$ cat src/rtl/mips_trace_monitor_pkg.sv
// Shared definitions for the MIPS trace monitor: trace entry layout, halt cause bits, FSM encoding.
package mips_trace_monitor_pkg;

  localparam int ENTRY_W   = 69;
  localparam int CAUSE_W   = 3;
  localparam int CAUSE_BP  = 0;
  localparam int CAUSE_TO  = 1;
  localparam int CAUSE_OVF = 2;

  typedef enum logic {
    S_RUN  = 1'b0,
    S_HALT = 1'b1
  } state_e;

  // Field order matches the packed rd_data word, MSB first.
  typedef struct packed {
    logic        ovf;
    logic        we;
    logic [4:0]  waddr;
    logic [29:0] pc;
    logic [31:0] wdata;
  } trace_entry_t;

endpackage

$ cat src/rtl/mips_trace_monitor_trace_fifo.sv
// Trace buffer: show-ahead FIFO, push/pop resolve in one cycle, clr beats both.
// When full, MODE 0 drops the newest push and MODE 1 overwrites the oldest; either sets lost.
module mips_trace_monitor_trace_fifo #(
  parameter int DEPTH = 16,
  parameter int MODE  = 0,
  parameter int W     = 69,
  localparam int AW   = $clog2(DEPTH)
) (
  input  logic          clk,
  input  logic          rst,
  input  logic          clr_i,
  input  logic          push_i,
  input  logic [W-1:0]  push_dat_i,
  input  logic          pop_i,
  output logic          rd_vld_o,
  output logic [W-1:0]  rd_dat_o,
  output logic [AW:0]   level_o,
  output logic          lost_o
);

  logic [W-1:0]  mem_q [DEPTH];
  logic [AW-1:0] head_q, head_d, tail_q, tail_d;
  logic [AW:0]   count_q, count_d;
  logic          lost_q, lost_d;
  logic          full, pop_eff, wr_en, adv_head;

  always_comb begin
    full     = (count_q == (AW+1)'(DEPTH));
    pop_eff  = pop_i && (count_q != '0);
    wr_en    = push_i && (!full || pop_eff || (MODE == 1));
    // Overwrite in circular mode retires the oldest entry exactly like a pop.
    adv_head = pop_eff || (push_i && full && (MODE == 1));
    head_d   = head_q;
    tail_d   = tail_q;
    count_d  = count_q;
    lost_d   = lost_q;
    if (clr_i) begin
      head_d  = '0;
      tail_d  = '0;
      count_d = '0;
      lost_d  = 1'b0;
    end else begin
      if (wr_en)    tail_d = tail_q + AW'(1);
      if (adv_head) head_d = head_q + AW'(1);
      if (wr_en && !adv_head)      count_d = count_q + (AW+1)'(1);
      else if (adv_head && !wr_en) count_d = count_q - (AW+1)'(1);
      if (push_i && full && !pop_eff) lost_d = 1'b1;
    end
  end

  always_ff @(posedge clk or posedge rst) begin
    if (rst) begin
      head_q  <= '0;
      tail_q  <= '0;
      count_q <= '0;
      lost_q  <= 1'b0;
    end else begin
      head_q  <= head_d;
      tail_q  <= tail_d;
      count_q <= count_d;
      lost_q  <= lost_d;
    end
  end

  always_ff @(posedge clk) begin
    if (wr_en && !clr_i) mem_q[tail_q] <= push_dat_i;
  end

  assign rd_vld_o = (count_q != '0);
  assign rd_dat_o = rd_vld_o ? mem_q[head_q] : '0;
  assign level_o  = count_q;
  assign lost_o   = lost_q;

endmodule

$ cat src/rtl/mips_trace_monitor.sv
// Run control and retire trace for the multicycle MIPS core: breakpoints, cycle timeout, overflow halt.
// halt is registered (one cycle after the cause); trace reads are allowed in any state.
module mips_trace_monitor
  import mips_trace_monitor_pkg::*;
#(
  parameter int DEPTH       = 16,
  parameter int NUM_BP      = 4,
  parameter int CYC_W       = 16,
  parameter int MODE        = 0,
  parameter int HALT_ON_OVF = 1
) (
  input  logic                     clk,
  input  logic                     rst,
  input  logic                     commit_valid,
  input  logic [31:0]              commit_pc,
  input  logic                     gpr_we,
  input  logic [4:0]               gpr_waddr,
  input  logic [31:0]              gpr_wdata,
  input  logic                     ovf,
  input  logic [NUM_BP-1:0]        bp_en,
  input  logic [NUM_BP*32-1:0]     bp_addr,
  input  logic [CYC_W-1:0]         max_cycles,
  input  logic                     clr,
  input  logic                     rd_req,
  output logic                     rd_valid,
  output logic [ENTRY_W-1:0]       rd_data,
  output logic [$clog2(DEPTH):0]   level,
  output logic                     lost,
  output logic                     halt,
  output logic [CAUSE_W-1:0]       halt_cause,
  output logic [CYC_W-1:0]         cycle_cnt,
  output logic [CYC_W-1:0]         retired_cnt
);

  state_e             state_q, state_d;
  logic               we_q, we_d;
  logic [4:0]         waddr_q, waddr_d;
  logic [31:0]        wdata_q, wdata_d;
  logic [CAUSE_W-1:0] cause_q, cause_d, cause_set;
  logic [CYC_W-1:0]   cyc_q, cyc_d, ret_q, ret_d;
  logic               run, bp_hit, commit_run, to_hit;
  trace_entry_t       entry;

  always_comb begin
    run    = (state_q == S_RUN);
    bp_hit = 1'b0;
    for (int i = 0; i < NUM_BP; i++) begin
      if (bp_en[i] && (commit_pc == bp_addr[32*i +: 32])) bp_hit = 1'b1;
    end
    commit_run = commit_valid && run;
    to_hit     = run && (max_cycles != '0) && (cyc_q == max_cycles - CYC_W'(1));
    cause_set            = '0;
    cause_set[CAUSE_BP]  = commit_run && bp_hit;
    cause_set[CAUSE_TO]  = to_hit;
    cause_set[CAUSE_OVF] = commit_run && ovf && (HALT_ON_OVF != 0);
  end

  // A write in the commit cycle belongs to that commit, so it bypasses the latch.
  always_comb begin
    entry.ovf   = ovf;
    entry.we    = gpr_we | we_q;
    entry.waddr = gpr_we ? gpr_waddr : waddr_q;
    entry.pc    = commit_pc[31:2];
    entry.wdata = gpr_we ? gpr_wdata : wdata_q;
    we_d    = we_q;
    waddr_d = waddr_q;
    wdata_d = wdata_q;
    if (commit_valid) begin
      we_d    = 1'b0;
      waddr_d = '0;
      wdata_d = '0;
    end else if (gpr_we) begin
      we_d    = 1'b1;
      waddr_d = gpr_waddr;
      wdata_d = gpr_wdata;
    end
  end

  always_comb begin
    cause_d = clr ? '0 : (cause_q | cause_set);
    cyc_d   = cyc_q;
    ret_d   = ret_q;
    if (clr) begin
      cyc_d = '0;
      ret_d = '0;
    end else begin
      if (run && !to_hit && !(&cyc_q)) cyc_d = cyc_q + CYC_W'(1);
      if (commit_run && !(&ret_q))     ret_d = ret_q + CYC_W'(1);
    end
  end

  always_comb begin
    state_d = state_q;
    case (state_q)
      S_RUN:   if (!clr && (|cause_set)) state_d = S_HALT;
      S_HALT:  if (clr) state_d = S_RUN;
      default: state_d = S_RUN;
    endcase
  end

  always_comb begin
    halt = (state_q == S_HALT);
  end

  always_ff @(posedge clk or posedge rst) begin
    if (rst) begin
      state_q <= S_RUN;
      we_q    <= 1'b0;
      waddr_q <= '0;
      wdata_q <= '0;
      cause_q <= '0;
      cyc_q   <= '0;
      ret_q   <= '0;
    end else begin
      state_q <= state_d;
      we_q    <= we_d;
      waddr_q <= waddr_d;
      wdata_q <= wdata_d;
      cause_q <= cause_d;
      cyc_q   <= cyc_d;
      ret_q   <= ret_d;
    end
  end

  mips_trace_monitor_trace_fifo #(
    .DEPTH (DEPTH),
    .MODE  (MODE),
    .W     (ENTRY_W)
  ) u_trace_fifo (
    .clk        (clk),
    .rst        (rst),
    .clr_i      (clr),
    .push_i     (commit_run),
    .push_dat_i (entry),
    .pop_i      (rd_req),
    .rd_vld_o   (rd_valid),
    .rd_dat_o   (rd_data),
    .level_o    (level),
    .lost_o     (lost)
  );

  assign halt_cause  = cause_q;
  assign cycle_cnt   = cyc_q;
  assign retired_cnt = ret_q;

endmodule

$ cat config.mk
export PLATFORM = sky130hd
export DESIGN_NAME = mips_trace_monitor
export DESIGN_NICKNAME = d
export VERILOG_FILES = /design/src/rtl/mips_trace_monitor_pkg.sv /design/src/rtl/mips_trace_monitor_trace_fifo.sv /design/src/rtl/mips_trace_monitor.sv
export SDC_FILE = /design/constraint.sdc
export NUM_CORES = 1
export LEC_CHECK = 0
export CAP_MARGIN = 15
export CORE_UTILIZATION = 50
export CTS_CLUSTER_DIAMETER = 200
export DETAILED_ROUTE_END_ITERATION = 6
export GPL_TIMING_DRIVEN = 0
export HOLD_SLACK_MARGIN = 0.03
export PLACE_DENSITY_LB_ADDON = 0.08
export SLEW_MARGIN = 20
export SYNTH_ARGS = -nofsm -noshare
export SYNTH_HDL_FRONTEND = slang
export SYNTH_SLANG_ARGS = --single-unit
$ cat constraint.sdc
create_clock -name clk -period 19.95 [get_ports clk]
set_input_delay 5.985 -clock clk [delete_from_list [all_inputs] [get_ports clk]]
set_output_delay 5.985 -clock clk [all_outputs]
set_load 0.05 [all_outputs]
======== Word-level counts from Yosys, hierarchy flattened ========
Memory sizes are Yosys's and may differ from the RTL's.
Index checks and enable logic that the tools add are counted.
word-level totals
  flip-flop bits (word level) ............. 88
  bits in latches ......................... 0
  bits in writable memories ............... 1104
  bits in read-only memories .............. 0
  output and inout bits ................... 112
  word-level logic and storage cells ...... 98
  memories kept ........................... 1
memories
  memory              words  bits a word  rd ports  clocked after Yosys merged registers in  write ports  RTL line                             text
  u_trace_fifo.mem_q  16     69           1         0                                        1            mips_trace_monitor_trace_fifo.sv:21  logic [W-1:0] mem_q [DEPTH];
cells by class
  $add $sub $neg .......................... 7
  $mul .................................... 0
  divide/modulo/power cells ............... 0
  magnitude comparators ................... 0
  eq/ne operators ......................... 6
  shift operators ......................... 0
  mux-type cells .......................... 30
  bitwise logic cells ..................... 3
  reductions and logical operators ........ 40
operators with widths
  operator               count
  $eq 32x32->1           4
  $mux 69                1
  $mux 16                4
  $mux 32                2
  $add 16x1->16 const B  2
  $reduce_and 16->1      2
  $mux 5                 5
  $logic_and 1x1->1      20
  $eq 16x16->1           1
  $mux 4                 4
  $reduce_bool 16->1     1
  $sub 16x1->16 const B  1
  $mux 1                 12
  $reduce_bool 2->1      6
  $add 4x1->4 const B    2
  $logic_not 1->1        7
  $add 5x1->5 const B    1
  $eq 5x5->1 const B     1
  $reduce_bool 5->1      1
  $sub 5x1->5 const B    1
  $mux 3                 1
  $or 3x3->3             1
  $reduce_bool 3->1      1
  $reduce_or 3->1        1
  other kinds (4)        4

======== Longest topological paths before layout ========
Gate-level depths: netlist of the first run.
  depth in word-level cells ............... 11
  gate-level depth with buffers ........... 13
  gate-level depth less buffers ........... 10

======== Cells and area by module ========
A second synthesis of the first run with hierarchy kept.
second synthesis, totals
  cells, all modules ...................... 2411
  area, all modules ....................... 48502.8 µm²
modules (own cells, without submodules)
  module                         instances  cells an instance  area an instance (µm²)  seq. area each (µm²)
  mips_trace_monitor_trace_fifo  1          1801               42808.6                 33502.1
  mips_trace_monitor             1          610                5694.2                  1851.8

======== Least setup slack after synthesis of the first run ========
OpenSTA, ideal clock, no wires.
  path kind ............................... input-to-reg
  from .................................... in rd_req
  to ...................................... mem u_trace_fifo.mem_q[0][0] (enable)
  library setup time ...................... 0.581 ns
  arrival time ............................ 11.311 ns
  data required time ...................... 19.369 ns
  slack ................................... 8.057 ns
  stages .................................. 5
  path buffers ............................ 0
  cells stage by stage .................... nor2b_1 and2_1 nor3_1 nand2_1 nor3_1
between the ends
  longest elaborated chain between the ends .. 6
ends and longest elaborated chain
  item                          RTL line                             text
  start, declared               mips_trace_monitor.sv:24             input logic rd_req,
  $logic_and 1x1->1             mips_trace_monitor_trace_fifo.sv:29  pop_eff = pop_i && (count_q != '0);
  $logic_or 1x1->1              mips_trace_monitor_trace_fifo.sv:30  wr_en = push_i && (!full || pop_eff || (MODE == 1));
  $logic_and 1x1->1             mips_trace_monitor_trace_fifo.sv:30
  $logic_and 1x1->1             mips_trace_monitor_trace_fifo.sv:66  if (wr_en && !clr_i) mem_q[tail_q] <= push_dat_i;
  $mux 1                        mips_trace_monitor_trace_fifo.sv:66
  $mux 1 (not written as such)  mips_trace_monitor_trace_fifo.sv:66
  end, declared                 mips_trace_monitor_trace_fifo.sv:21
No other way between the ends.

======== Worst setup path in the final report of the first run ========
  from .................................... reg u_trace_fifo.head_q[0]
  to ...................................... out rd_data[34]
between the ends
  longest elaborated chain between the ends .. 2
ends and longest elaborated chain
  item                    RTL line                             text
  start, declared         mips_trace_monitor_trace_fifo.sv:22  logic [AW-1:0] head_q, head_d, tail_q, tail_d;
  start signal, assigned  mips_trace_monitor_trace_fifo.sv:53  head_q <= '0;
  start signal, assigned  mips_trace_monitor_trace_fifo.sv:58  head_q <= head_d;
  $mem_v2 16x69           n/a
  $mux 69                 mips_trace_monitor_trace_fifo.sv:70  assign rd_dat_o = rd_vld_o ? mem_q[head_q] : '0;
  end, declared           mips_trace_monitor.sv:26             output logic [ENTRY_W-1:0] rd_data,
No other way between the ends.

==> flow_metrics.py, run 1 <==
metrics = {
    "power": {
        "p_per_area_mw_per_mm2": 113,
        "swShare_pct": 29.0,
        "comb_power_share_pct": 25.3,
        "finalPower_mw": 6.63,
        "ir_drop_mv": 0.101,
        "power.switching_mw": 1.92,
        "p_int_mw": 4.71,
        "power_frac_seq_pct": 42.1,
        "p_leak_nw": 18.7,
        "p_clk_share_pct": 32.6,
    },
    "finish": {
        "nets": 3088,
        "area.growth.synth_to_final_pct": 21.7,
        "fin_cells": 4224,
        "drive_above_1_share_pct": 24.6,
        "n_fill_cell": 6604,
    },
    "worst_setup_path": {
        "criticalPathCategory": "reg2out",
        "reg2reg_depth": 10,
        "path_max_fanout": 10,
        "rr_startpoint": "halt",
        "crit_chain": "clkbuf_1 > clkbuf_1 > buf_1 > mux4_2 > mux4_2 > and2_1 > clkdlybuf4s50_1",
        "cp-endpoint": "rd_data[34]",
        "crit_path_start_kind": "flip-flop",
        "cp_top_family": "buffers and inverters",
        "cp-end-kind": "output pin",
        "cp.depth": 7,
        "worst_path_max_delay_cell": "buf_1",
        "arrival_ps": 5300,
        "worst-path-buf-inv": 4,
        "r2r-end": "u_trace_fifo.mem_q[2][57]",
        "r2r_slack_ps": 16100,
        "critPathRequiredTime_ps": 13960,
        "slowest_delay_ps": 850,
        "crit_path_start": "u_trace_fifo.head_q[0]",
    },
    "yosys": {
        "syn_inst": 2296,
        "synth_commonest_cells": "1104 x edfxtp_1, 345 x mux4_2, 116 x xnor2_1",
        "synth_edf_count": 1104,
        "synth_fp_nets": 2533,
        "yosysUniqueCellTypes": 57,
        "netlist.area_leader.share_pct": 68.8,
        "yosys.area.top_type": "edfxtp_1",
        "syn_avg_cell_area_um2": 21.0,
        "netlist_area_mm2": 0.0482,
        "yosysWarnings": 0,
        "ys_seq_elements": 1192,
        "async_flop_share_pct": 7.38,
        "ys_seq_area_share_pct": 73.4,
        "synth_area_leaders": "edfxtp_1 69%, mux4_2 16%, dfrtp_1 4.6%",
        "synth.most_common_cell": "edfxtp_1",
        "ys.flop_type": "edfxtp_1",
    },
    "sta": {
        "rsz0062_at_grt": "false",
        "slew_headroom_pct": 27.5,
        "finalHoldViolCount": 0,
        "clock_skew_ps": 39.5,
        "period_share_pct": 56.5,
        "fmax_ghz": 0.0886,
        "worstMarginPinSlew_ps": 1080,
        "drv_slew": 0,
        "fin_ws_ps": 8670,
        "setup_viol_count_final": 0,
        "fin_crit_ps": 11280,
        "setup_tns_ps": 0,
    },
    "floorplan": {
        "rows": 113,
        "dieHeight_um": 312,
        "die_w_um": 312,
        "ioPinCount": 336,
        "dieArea_mm2": 0.0976,
        "core_area_mm2": 0.0952,
        "initial_utilization_pct": 50.6,
    },
    "global_route": {
        "grt_antenna_before_repair": 3,
        "grt_max_degree": 68,
        "grt_pass1_vias": 26500,
        "track_usage_pct": 25.8,
        "grt_pass1_wl_um": 180000,
        "overflow": 0,
    },
    "min_path": {
        "hold_start": "halt_cause[2]",
        "worstHoldPathType": "reg2reg",
    },
    "place": {
        "io_buffers": 332,
        "place_congestion": 0.920,
        "dp_hpwl_um": 83300,
        "place_worst_setup_slack_ps": 9240,
        "place_inst": 3997,
    },
    "detailed_routing": {
        "via_per_inst": 5.90,
        "wl_um": 124000,
        "drcViolationCount": 2,
        "wl_per_cell_um": 29.4,
        "drt_iter0_drc": 2521,
        "via_count": 24934,
        "dr.pass1.iters": 7,
        "ant_nets": 0,
    },
    "clock_tree": {
        "post_cts_buffers": 0,
        "cts_tree": "done",
        "ctsResizeCount": 0,
        "cts_hold_buf": 0,
        "clk_path_buf_depth": 3,
        "numCtsBuffers": 116,
        "cts_max_level": 3,
        "clk_latency_ps": 700,
        "cts_sinks": 1192,
        "clockRootBuffer": "clkbuf_16",
        "clkTransAtPathRegs_ps": 60,
    },
    "flow_run": {
        "drv_cap": 0,
    },
    "outcome": {
        "violations": "DRC",
        "run_status": "complete, but fails checks",
    },
}
## sequential cells by signal, summed over array words and instances, names as in the netlist
| register | count |
|---|---|
| retired_cnt | 16 |
| halt | 1 |
| we_q | 1 |
| u_trace_fifo.mem_q | 1104 |
| waddr_q | 5 |
| u_trace_fifo.lost_o | 1 |
| wdata_q | 32 |
| u_trace_fifo.level_o | 5 |
| u_trace_fifo.head_q | 4 |
| halt_cause | 3 |
| cycle_cnt | 16 |
| u_trace_fifo.tail_q | 4 |
## final cells by class
| cell class | count | area, um^2 | area share (%) |
|---|---|---|---|
| antenna | 5 | 12.5 | 0.0213 |
| buffer | 119 | 504 | 0.860 |
| clock buffer | 139 | 3070 | 5.24 |
| clock inverter | 82 | 702 | 1.20 |
| inverter | 10 | 42.5 | 0.0726 |
| multi-input combinational | 975 | 12400 | 21.2 |
| sequential | 1192 | 35400 | 60.3 |
| tap | 1265 | 1580 | 2.70 |
| timing repair buffer | 437 | 4950 | 8.45 |
## metal layers
metal  wire length, um  share of wire (%)  GRT usage, %
met5                 0                  0             0
met3              7190                5.8          3.57
met1             47700                 38          33.0
met2             65600                 53          45.3
met4              3770                3.0          8.82
## power by group through the flow
stage / Combinational (mW) / Sequential, mW / Clock [mW]
after CTS: 1.70 / 2.79 / 2.20
after global placement: 1.67 / 2.85 / 0
after floorplan: 1.08 / 2.86 / 0
final: 1.68 / 2.79 / 2.17
after global routing: 1.76 / 2.79 / 2.29
after detailed placement: 1.70 / 2.84 / 0
## cell families (layout without fill, tap and decap cells)
| kind of cell | after synthesis | in the layout | synth area share, % |
|---|---|---|---|
| compound gates | 61 | 61 | 0.826 |
| buf+inv | 129 | 787 | 1.07 |
| flops | 1192 | 1192 | 73.4 |
| xor+xnor | 169 | 169 | 3.07 |
| simple gates | 340 | 340 | 4.03 |
| fa+ha+maj | 13 | 13 | 0.353 |
| other cells | 0 | 5 | 0 |
| mux | 392 | 392 | 17.2 |
## worst reg2reg max path, cell delays in order (launching register included)
cell      delay [ps]
dfrtp_1          430
clkbuf_1         260
nand2b_1         340
nor3_1           510
nand2_1          350
nor3_2           490
buf_4            320
buf_4            250
buf_6            180
buf_4            210
buf_4            210
## how the worst min path moves through the flow
stage / to / depth (start not counted) / slack [ps]
after CTS: halt_cause[2] / 2 / 500
after detailed placement: halt_cause[2] / 2 / 490
after global routing: halt_cause[2] / 2 / 530
final: halt_cause[2] / 2 / 490
after floorplan: u_trace_fifo.tail_q[1] / 2 / 560
after global placement: halt_cause[2] / 2 / 490
## metrics by stage
step	utilization [%]	hold slack, ps	cell area [um^2]
2_1_floorplan	-	559	48200
3_3_place_gp	55.8	491	53100
5_1_grt	61.6	528	58600
6_report	61.6	493	58600
3_5_place_dp	57.6	485	54800
4_1_cts	61.6	500	58600
## layout by cell type, fill, tap and decap left out, drive strengths merged, types with 5 or more instances in the layout
cell type,instances
nand2,30
and3,5
buf,132
xnor2,116
o31ai,11
mux2i,5
nand2b,8
dfrtp,88
o21ai,11
mux4,345
bufinv,11
a21oi,21
nor3,15
nor2b,45
clkinvlp,5
nand3,24
clkbuf,231
edfxtp,1104
ha,12
nor4,22
or4,10
clkinv,62
mux2,42
and2,71
diode,5
clkdlybuf4s50,332
xor2,53
or3,6
inv,14
nor2,62
nand4,32
(Power assumes the default switching activity.)
==> inputs of run 2 (changes only) <==
==> constraint.sdc (replaced) <==
create_clock -name clk -period 9.4 [get_ports clk]
set_input_delay 2.82 -clock clk [delete_from_list [all_inputs] [get_ports clk]]
set_output_delay 2.82 -clock clk [all_outputs]
set_load 0.05 [all_outputs]
==> results of run 2 <==
Same layout as run 1 (identical final DEF). Status: complete, but fails checks: DRC.
Among the figures that moved: setup slack after placement 9240 ps -> 1850 ps; setup slack after layout 8670 ps -> 1280 ps; register-to-register setup slack 16100 ps -> 5550 ps; total power 6.63 mW -> 14.1 mW; worst IR drop on VDD 0.101 mV -> 0.215 mV
==> variant: new RTL, config.mk and constraints of run 1 <==
`MODE` is set to 0 in 2 places; all go to 1. Comments in the files are not updated.
--- a/src/rtl/mips_trace_monitor_trace_fifo.sv
+++ b/src/rtl/mips_trace_monitor_trace_fifo.sv
@@ -4,3 +4,3 @@
   parameter int DEPTH = 16,
-  parameter int MODE  = 0,
+  parameter int MODE  = 1,
   parameter int W     = 69,
--- a/src/rtl/mips_trace_monitor.sv
+++ b/src/rtl/mips_trace_monitor.sv
@@ -8,3 +8,3 @@
   parameter int CYC_W       = 16,
-  parameter int MODE        = 0,
+  parameter int MODE        = 1,
   parameter int HALT_ON_OVF = 1
Check against the original RTL: not settled (the Yosys comparison gave no result); the edit may change what the design does.
==> variant against run 1 <==
Global-route usage increased by 0.55 points; worst setup slack improved by 0.019 ns; clock skew decreased by 0.021 ns; maximum frequency increased by 0.17%; wire length increased by 2.7%; sequential cell count unchanged; non-clock buffer count decreased by 49; power increased by 4.2%; largest power group unchanged; design area decreased by 0.55%; area after synthesis increased by 0.32%; synthesized cell count increased by 0.39%; sequential share of layout area increased by 0.34 points.
==> variant: results <==
group,metric,value,unit
synth,synth_cell_type_count,68,
cells_and_area,layoutNonFillerInstCount,4188,
run_status,outcome,"finished, final reports clean",
clock_network,clk_latency,0.68,ns
timing,fin_worst_skew,0.0186,ns
routing,drtPass1Iterations,5,
global_route,grt_pass1_vias,26200,
synth,yosys.area_share.adder,0.352,%
place,place_hpwl,82.2,mm
global_route,track_usage,26.3,%
cells_and_area,multi_input_area_share,21.5,%
synth,synth.area.mux_share,17.2,%
cells_and_area,buf_share,8.30,%
timing,relSlewSlack,22.1,%
cells_and_area,sh_seq_area,60.6,%
hold_path,hold_start,"halt_cause[0]$_DFF_PP0_",
critical_path,r2r_end,"u_trace_fifo.level_o[4]$_DFFE_PP0P_",
critical_path,rr_startpoint,"u_trace_fifo.level_o[0]$_DFFE_PP0P_",
global_route,grt_pass1_wl,183,mm
global_route,antenna_found_initial,7,
place,post-place-ws,9.33,ns
cells_and_area,fillers,6762,
synth,synth.top_cells.by_count,"edfxtp_1, mux4_2, nor2b_1",
global_route,grt_max_degree,47,
cells_and_area,drive_gt1_share,24.2,%
place,placed_area,54300,um2
synth,ys_seq_area_share,73.2,%
-- variant: how the worst max path moves through the flow --
| stage | from | endpoint | slack (ns) | cells past startpoint |
|---|---|---|---|---|
| 3_5_place_dp | u_trace_fifo.head_q[0]$_DFFE_PP0P_ | rd_data[63] | 9.33 | 7 |
| 6_report | u_trace_fifo.head_q[0]$_DFFE_PP0P_ | rd_data[63] | 8.69 | 7 |
| 2_1_floorplan | clr | u_trace_fifo.mem_q[3][0]$_DFFE_PP_ | 8.03 | 3 |
| 5_1_grt | u_trace_fifo.head_q[0]$_DFFE_PP0P_ | rd_data[65] | 8.53 | 7 |
| 4_1_cts | u_trace_fifo.head_q[0]$_DFFE_PP0P_ | rd_data[62] | 8.59 | 7 |
| 3_3_place_gp | commit_valid | u_trace_fifo.mem_q[3][32]$_DFFE_PP_ | 0.67 | 4 |
-- variant: per-layer routing --
metal,vias to the layer above,wire [um]
met1,13400,52400
met5,-,26
met4,4,2500
met2,990,63900
li1,10500,-
met3,150,8680
